**src/rtl/arm_imm_rot_encoder.sv**
```systemverilog
// Finds the ARM rotate-immediate operand {rot4, imm8} for a 32-bit constant, testing one
// rotation per cycle, with an optional second pass on the bitwise inverse of the constant.
module arm_imm_rot_encoder #(
    parameter bit TRY_INVERT = 1'b1
) (
    input  logic        clk,
    input  logic        reset_n,
    input  logic        in_valid,
    output logic        in_ready,
    input  logic [31:0] value,
    output logic        out_valid,
    input  logic        out_ready,
    output logic [11:0] operand12,
    output logic        ok,
    output logic        inverted,
    output logic        carry_out,
    output logic        carry_valid,
    output logic [1:0]  dbg_state
);

    typedef enum logic [1:0] {
        IDLE       = 2'd0,
        SEARCH     = 2'd1,
        SEARCH_INV = 2'd2,
        DONE       = 2'd3
    } state_t;

    // Handshake: a transfer happens on a rising edge where valid && ready are both high.
    // in_ready is high only in IDLE; out_valid is high only in DONE and holds until out_ready.
    state_t      state, state_n;
    logic [31:0] cand, cand_n;
    logic [3:0]  r, r_n;
    logic        inv, inv_n;
    logic [11:0] operand12_n;
    logic        ok_n, inverted_n, carry_out_n, carry_valid_n;
    logic [4:0]  sh;
    logic [31:0] t;

    // Rotate left by 2*r; a shift by 32 yields zero, so sh=0 leaves cand unchanged.
    assign sh = {r, 1'b0};
    assign t  = (cand << sh) | (cand >> (6'd32 - {1'b0, sh}));

    always_comb begin
        state_n       = state;
        cand_n        = cand;
        r_n           = r;
        inv_n         = inv;
        operand12_n   = operand12;
        ok_n          = ok;
        inverted_n    = inverted;
        carry_out_n   = carry_out;
        carry_valid_n = carry_valid;
        case (state)
            IDLE: begin
                if (in_valid) begin
                    state_n       = SEARCH;
                    cand_n        = value;
                    r_n           = 4'd0;
                    inv_n         = 1'b0;
                    operand12_n   = 12'h000;
                    ok_n          = 1'b0;
                    inverted_n    = 1'b0;
                    carry_out_n   = 1'b0;
                    carry_valid_n = 1'b0;
                end
            end
            SEARCH, SEARCH_INV: begin
                if (t[31:8] == 24'd0) begin
                    state_n       = DONE;
                    operand12_n   = {r, t[7:0]};
                    ok_n          = 1'b1;
                    inverted_n    = inv;
                    carry_out_n   = cand[31];
                    carry_valid_n = (r != 4'd0);
                end else if (r != 4'd15) begin
                    r_n = r + 4'd1;
                end else if (state == SEARCH && TRY_INVERT) begin
                    // cand still holds the accepted value here, so its inverse is ~value.
                    state_n = SEARCH_INV;
                    cand_n  = ~cand;
                    r_n     = 4'd0;
                    inv_n   = 1'b1;
                end else begin
                    state_n       = DONE;
                    operand12_n   = 12'h000;
                    ok_n          = 1'b0;
                    inverted_n    = 1'b0;
                    carry_out_n   = 1'b0;
                    carry_valid_n = 1'b0;
                end
            end
            DONE: begin
                if (out_ready) state_n = IDLE;
            end
            default: state_n = IDLE;
        endcase
    end

    always_ff @(posedge clk) begin
        if (!reset_n) begin
            state       <= IDLE;
            cand        <= 32'd0;
            r           <= 4'd0;
            inv         <= 1'b0;
            operand12   <= 12'h000;
            ok          <= 1'b0;
            inverted    <= 1'b0;
            carry_out   <= 1'b0;
            carry_valid <= 1'b0;
        end else begin
            state       <= state_n;
            cand        <= cand_n;
            r           <= r_n;
            inv         <= inv_n;
            operand12   <= operand12_n;
            ok          <= ok_n;
            inverted    <= inverted_n;
            carry_out   <= carry_out_n;
            carry_valid <= carry_valid_n;
        end
    end

    assign in_ready  = (state == IDLE);
    assign out_valid = (state == DONE);
    assign dbg_state = state;

endmodule

```
**config.mk**
```make
export PLATFORM = sky130hd
export DESIGN_NAME = arm_imm_rot_encoder
export DESIGN_NICKNAME = d
export VERILOG_FILES = /design/src/rtl/arm_imm_rot_encoder.sv
export SDC_FILE = /design/constraint.sdc
export NUM_CORES = 1
export LEC_CHECK = 0
export ABC_CLOCK_PERIOD_IN_PS = 4300
export CORE_MARGIN = 10
export CORE_UTILIZATION = 39
export CTS_CLUSTER_DIAMETER = 150
export DETAILED_ROUTE_END_ITERATION = 16
export DONT_BUFFER_PORTS = 1
export GPL_TIMING_DRIVEN = 0
export PLACE_DENSITY_LB_ADDON = 0.25
export SYNTH_ARGS = -nofsm -noshare
export SYNTH_HDL_FRONTEND = slang
export SYNTH_SLANG_ARGS = --single-unit
```
**constraint.sdc**
```tcl
create_clock -name clk -period 4.3 [get_ports clk]
set_input_delay 0 -clock clk [delete_from_list [all_inputs] [get_ports clk]]
set_output_delay 0 -clock clk [all_outputs]
set_load 0.005 [all_outputs]
```
Word-level counts from Yosys, hierarchy flattened
Index checks and enable logic that the tools add are counted.
{"block": "classes", "n_addsub": 2, "mul": 0, "n_div": 0, "order_cmp": 0, "eq_ne": 12, "shifts": 2, "n_mux": 36, "bitwise_logic": 2, "n_reduce_logical": 9}
{"cell": "32-bit 2-to-1 mux", "n": 4}
{"cell": "32-bit case mux with 2 select lines", "n": 1}
{"cell": "12-bit 2-to-1 mux", "n": 4}
{"cell": "32-bit NOT", "n": 1}
{"cell": "32-bit bitwise OR", "n": 1}
{"cell": "32-bit by 5-bit left shift with 32-bit output", "n": 1}
{"cell": "32-bit by 6-bit >> shifter with 32-bit output", "n": 1}
{"cell": "24-bit zero test", "n": 1}
{"cell": "12-bit case mux with 2 select lines", "n": 1}
{"cell": "4-bit 2-to-1 mux", "n": 4}
{"cell": "1-bit 2-to-1 mux", "n": 11}
{"cell": "1-bit case mux with 2 select lines", "n": 5}
{"cell": "3-bit inequality test, second input constant", "n": 3}
{"cell": "2-bit 2-to-1 mux", "n": 4}
{"cell": "2-bit inequality test, second input constant", "n": 4}
{"cell": "4-bit case mux with 2 select lines", "n": 1}
{"cell": "4-bit AND reduction", "n": 2}
{"cell": "2-bit case mux with 3 select lines", "n": 1}
{"cell": "6-bit by 5-bit subtractor with 6-bit output, first input constant", "n": 1}
{"cell": "5-bit AND reduction", "n": 1}
{"cell": "4-bit by 1-bit adder with 4-bit output, second input constant", "n": 1}
{"cell": "2-bit equality test, second input constant", "n": 2}
{"cell": "4-bit inequality test, second input constant", "n": 1}
{"cell": "4-bit nonzero test", "n": 1}
{"cell": "other kinds (6)", "n": 6}
{"block": "totals", "reg_bits": 55, "latch_bits": 0, "ramBits": 0, "mem_bits_ro": 0, "input_bits": 36, "out_inout_bits": 20, "wordCells": 72, "mem_count": 0}

Logic depth before layout (Yosys ltp)
{"block": "logic_depth", "ltp_word": 6, "ltp_mapped": 19, "depth_no_buf": 10}

Least setup slack after synthesis
Ideal clock, no wire load.
{"block": "synth_path", "kind": "flip-flop to flip-flop", "start": "reg r[0]", "end": "reg operand12[8]", "setup_ps": 117, "arrival_ps": 3934, "t_required_ps": 4183, "slack_ps": 250, "path_stages_with_launch": 18, "path_buffers": 7, "synth_period_minus_slack_ps": 4050, "cell_sequence": "dfxtp_1 -> buf_6 -> buf_6 -> buf_2 -> inv_1 -> buf_2 -> ha_1 -> buf_2 -> buf_1 -> mux4_2 -> or3_1 -> o311ai_1 -> o211ai_1 -> a22oi_1 -> nand3b_4 -> a22o_4 -> buf_6 -> a22o_1"}
{"block": "synth_via", "elab_chain_cells": 6, "word_cells_on_any_way": 11, "cone_classes": "add/sub: 1; eq/ne: 3; shift: 2; mux: 2; bitwise: 1; reduce/logical: 2"}
{"element": "start, declared", "line_no": "32", "source": "logic [3:0] r, r_n;"}
{"element": "start signal, assigned", "line_no": "113", "source": "r <= r_n;"}
{"element": "6-bit by 5-bit subtractor with 6-bit output", "line_no": "41", "source": "assign t = (cand << sh) | (cand >> (6'd32 - {1'b0, sh}));"}
{"element": "32-bit by 6-bit >> shifter with 32-bit output", "line_no": "41"}
{"element": "32-bit bitwise OR", "line_no": "41"}
{"element": "24-bit zero test", "line_no": "68", "source": "if (t[31:8] == 24'd0) begin"}
{"element": "3-bit inequality test (no line) / 12-bit 2-to-1 mux (equally long branches)"}
{"element": "4-bit AND reduction (no line) / 12-bit case mux with 2 select lines (equally long branches)"}
{"element": "end signal, assigned", "line_no": "115", "source": "operand12 <= operand12_n;"}
{"element": "end, declared", "line_no": "13", "source": "output logic [11:0] operand12,"}
Several ways; a longest one is shown, not always the timed one.
A chain may end at the register's enable or synchronous reset.

Worst setup path in the final report
{"block": "layout_path", "start": "reg r[0]", "end": "reg cand[3]"}
{"block": "layout_via", "elab_chain_cells": 6, "word_cells_on_any_way": 9, "cone_classes": "add/sub: 1; eq/ne: 3; shift: 2; bitwise: 1; reduce/logical: 2"}
{"element": "6-bit by 5-bit subtractor with 6-bit output", "line_no": "41"}
{"element": "32-bit by 6-bit >> shifter with 32-bit output", "line_no": "41"}
{"element": "32-bit bitwise OR", "line_no": "41"}
{"element": "24-bit zero test", "line_no": "68"}
{"element": "2-bit inequality test (no line)"}
{"element": "5-bit AND reduction (no line) *"}
{"element": "end signal, assigned", "line_no": "112", "source": "cand <= cand_n;"}
{"element": "end, declared", "line_no": "31", "source": "logic [31:0] cand, cand_n;"}
Mark *: on every way between the ends. The rest lies on a longest branch, timed or not.

==> results.sh <==
export IMPL_yosysWarnings=0
export IMPL_antenna_found_initial=0
export IMPL_synth_enable_flop_cells=0
export IMPL_fmax_ghz=0.241
export IMPL_area_sequential_um2=1100
export IMPL_relSlewSlack_pct=35.2
export IMPL_pwr_share_seq_pct=22.4
export IMPL_synth_adder_area_share_pct=1.53
export IMPL_fin_util_pct=46.2
export IMPL_switching_share_pct=44.1
export IMPL_drive_gt1_share_pct=16.6
export IMPL_p_leak_nw=1.97
export IMPL_cap_violations=0
export IMPL_clock_sinks=55
export IMPL_hold_ws_ns=0.0453
export IMPL_synth_xor_area_share_pct=0.358
export IMPL_drt_iter0_drc=509
export IMPL_grt_usage_pct=19.8
export IMPL_htreeDepth=2
export IMPL_worst_ep_required_time_ns=4.50
export IMPL_numCtsBuffers=5
export IMPL_std_cell_rows=40
export IMPL_syn_cell_area_um2=4890
export IMPL_chipWidth_um=132
export IMPL_synth_mux_area_share_pct=19.1
export IMPL_dpl_cell_area_um2=5100
export IMPL_finalCriticalPeriod_ns=4.16
export IMPL_switchingPower_mw=1.23
export IMPL_grt_pass1_wl_mm=28.2
export IMPL_cts_tree="built"
export IMPL_worst_slew_pin_slew_ns=0.962
export IMPL_startpoint_type="register"
export IMPL_dp_cells=732
export IMPL_rsz0062_at_grt="no"
export IMPL_overflow=0
export IMPL_fin_nets=639
export IMPL_p_per_area_nw_per_um2=496
export IMPL_period_share_pct=96.7
export IMPL_hold_class="input port to register"
export IMPL_area_delta_synth_final_pct=14.7
export IMPL_synth_main_ff_cell="dfxtp_1"
export IMPL_drt_wl_total_mm=18.2
export IMPL_end_kind="register"
export IMPL_wl_per_cell_um=23.7
export IMPL_cp_top_family="buffers and inverters"
export IMPL_async_flop_share_pct=0
export IMPL_vdd_drop_max_mv=0.221
export IMPL_synth_nets=606
export IMPL_status="completed"
export IMPL_yosysSeqAreaShare_pct=22.5
export IMPL_yosysTopAreaCell="dfxtp_1"
export IMPL_routabilityCongestion=1.00
export IMPL_cellInternalPower_mw=1.56
export IMPL_die_y_um=132
export IMPL_p_comb_share_pct=59.3
export IMPL_synthSimpleGateAreaFrac_pct=21.0
export IMPL_core_area_um2=12200
export IMPL_rrSetupSlack_ns=0.14
export IMPL_layoutNonFillerInstCount=766
export IMPL_clkTransAtPathRegs_ns=0.08
export IMPL_synth_compound_area_share_pct=27.4
export IMPL_p_clk_share_pct=18.3
export IMPL_synthCells=564
export IMPL_io_pins=56
export IMPL_ant_nets=0
export IMPL_fillers=1180
export IMPL_synth_cell_types=61
export IMPL_synth_area_leaders="dfxtp_1, mux4_2, a22o_1"
export IMPL_design_die_area_um2=17400
export IMPL_skew_ns=0.0127
export IMPL_vias_per_cell=6.54
export IMPL_cts_root_buffer="clkbuf_16"
export IMPL_start_util_pct=40.2
export IMPL_setup_viol_count_final=0
export IMPL_n_antenna_cell=0
export IMPL_synth_top_area_share_pct=22.5
export IMPL_slew_violations=0
export IMPL_cts_max_path_buffers=2
export IMPL_clock_latency_ns=0.32
export IMPL_slowest_stage="or4_1"
export IMPL_finalPower_mw=2.78
export IMPL_critPathKind="register to register"
export IMPL_synth_top_family_by_area="compound AO/OA/AOI/OAI gates"
export IMPL_ys_ff_latch=55
export IMPL_grt_max_degree=20
export IMPL_worstPathCellList="buf_6 -> buf_8 -> buf_4 -> inv_1 -> buf_2 -> ha_1 -> buf_4 -> mux4_2 -> or4_1 -> o221ai_1 -> a31oi_1 -> a211o_1 -> nand3b_4 -> buf_2 -> and4b_1 -> o31a_1"
export IMPL_hold_violations=0
export IMPL_synth_avg_cell_area_um2=8.67
export IMPL_grt_pass1_vias=4785
export IMPL_cp_buffers_inverters=7
export IMPL_drc_errors=0
export IMPL_multi_input_area_um2=3450
export IMPL_first_pass_iters=5
export IMPL_finalInstanceArea_um2=5610
export IMPL_crit_fanout=10
export IMPL_dp_hpwl_mm=13.5
export IMPL_portBuffers=0
export IMPL_num_vias=5010
export IMPL_critPathArrivalTime_ns=4.36
export IMPL_critical_path_max_stage_delay_ns=0.53
## repair_timing
action                                 in CTS  in global routing
gates resized for setup                    14                  7
hold buffers                               21                  0
pin swaps                                   2                  2
endpoints found under the hold margin      21                  0
setup buffers                               2                  3
setup endpoints to repair                  55                 54
## layout make-up
type | count | area share (%)
buffer | 81 | 6.93
inverter | 9 | 0.602
tap | 168 | 3.74
clock buffer | 5 | 2.23
sequential | 55 | 19.6
clock inverter | 3 | 0.892
multi-input combinational | 419 | 61.5
timing repair buffer | 26 | 4.41
## routing by layer
layer  share of wire, %  up-vias  GRT usage, %
li1                   -     2258             -
met1                 43     2471          25.3
met2                 47      257          32.3
met3                9.1       24          5.03
met4                1.6        0          5.19
met5                  0        -             0
## cells by family after synthesis
group                      count (synthesis)
AOI/OAI and AO/OA                        172
xor gates and xnor gates                   2
adders and majority gates                  6
buffers and inverters                     90
DFF                                       55
muxes                                     56
and+or+nand+nor                          183
## tightest hold or removal path: cells and delay by family
family | cells | cell delay, ns
and+or+nand+nor | 1 | 0.02
AOI/OAI and AO/OA | 2 | 0.31
## worst paths after layout
path                            startpoint  endpoint  cells past startpoint
worst min-delay path             value[22]  cand[22]                      3
worst max register to register        r[0]   cand[3]                     16
worst min register to register          ok        ok                      1
worst max-delay path                  r[0]   cand[3]                     16
## power groups by stage
stage / clock network (mW) / registers (mW) / logic, mW
detailed placement: 0 / 0.634 / 1.48
finish: 0.508 / 0.624 / 1.65
CTS: 0.509 / 0.622 / 1.56
global placement: 0 / 0.631 / 1.47
floorplan: 0 / 0.614 / 1.11
global route: 0.530 / 0.633 / 1.76
## placed cells by master (no fill, tap or decap), drive strengths merged, types with 6 or more instances in the layout
cell	synthesis	routed
o21ai	19	19
nand2	41	41
nor4b	7	7
mux2	7	7
ha	6	6
a21oi	19	19
and4b	20	20
nor4	11	11
or2	6	6
nor3b	6	6
nand2b	6	6
a22o	39	39
o31a	21	21
dlygate4sd3	0	21
mux2i	20	20
mux4	29	29
nor3	15	15
o221a	13	13
buf	25	31
clkbuf	56	60
dfxtp	55	55
a31oi	15	15
nor2	48	48
inv	9	11
## Yosys cell counts (4+ instances only)
cell type  instances
o21ai_0           19
nor2_1            48
o21bai_1           5
a211oi_1           4
nand4_1            4
a21oi_1           19
o31a_1            21
or2_2              5
buf_2             15
o221ai_1           5
buf_1              5
nor3_1            14
nand2_1           41
dfxtp_1           55
mux4_2            29
clkbuf_1          55
inv_1              9
buf_6              5
mux2_2             6
mux2i_1           20
a31oi_1           15
and4b_1           20
o221a_2           12
nand2b_1           6
a22o_1            38
nand3_1            5
ha_1               6
nor2b_1            4
nor3b_1            6
o211ai_1           4
or3_1              4
nor4b_1            7
a22oi_1            4
nor4_1            11
## sequential cells by signal (all words and copies together), names as in the netlist, 2 cells and up
register   count
operand12     12
cand          32
r              4
dbg_state      2
## through the flow
stage | setup slack, ns | setup TNS (ns)
finish | 0.142 | 0
global route | 0.0102 | 0
CTS | 0.0141 | 0
detailed placement | -0.698 | -34.94
global placement | -0.762 | -38.83
floorplan | 0.250 | 0
No activity file was read; power rests on OpenSTA's default activity.
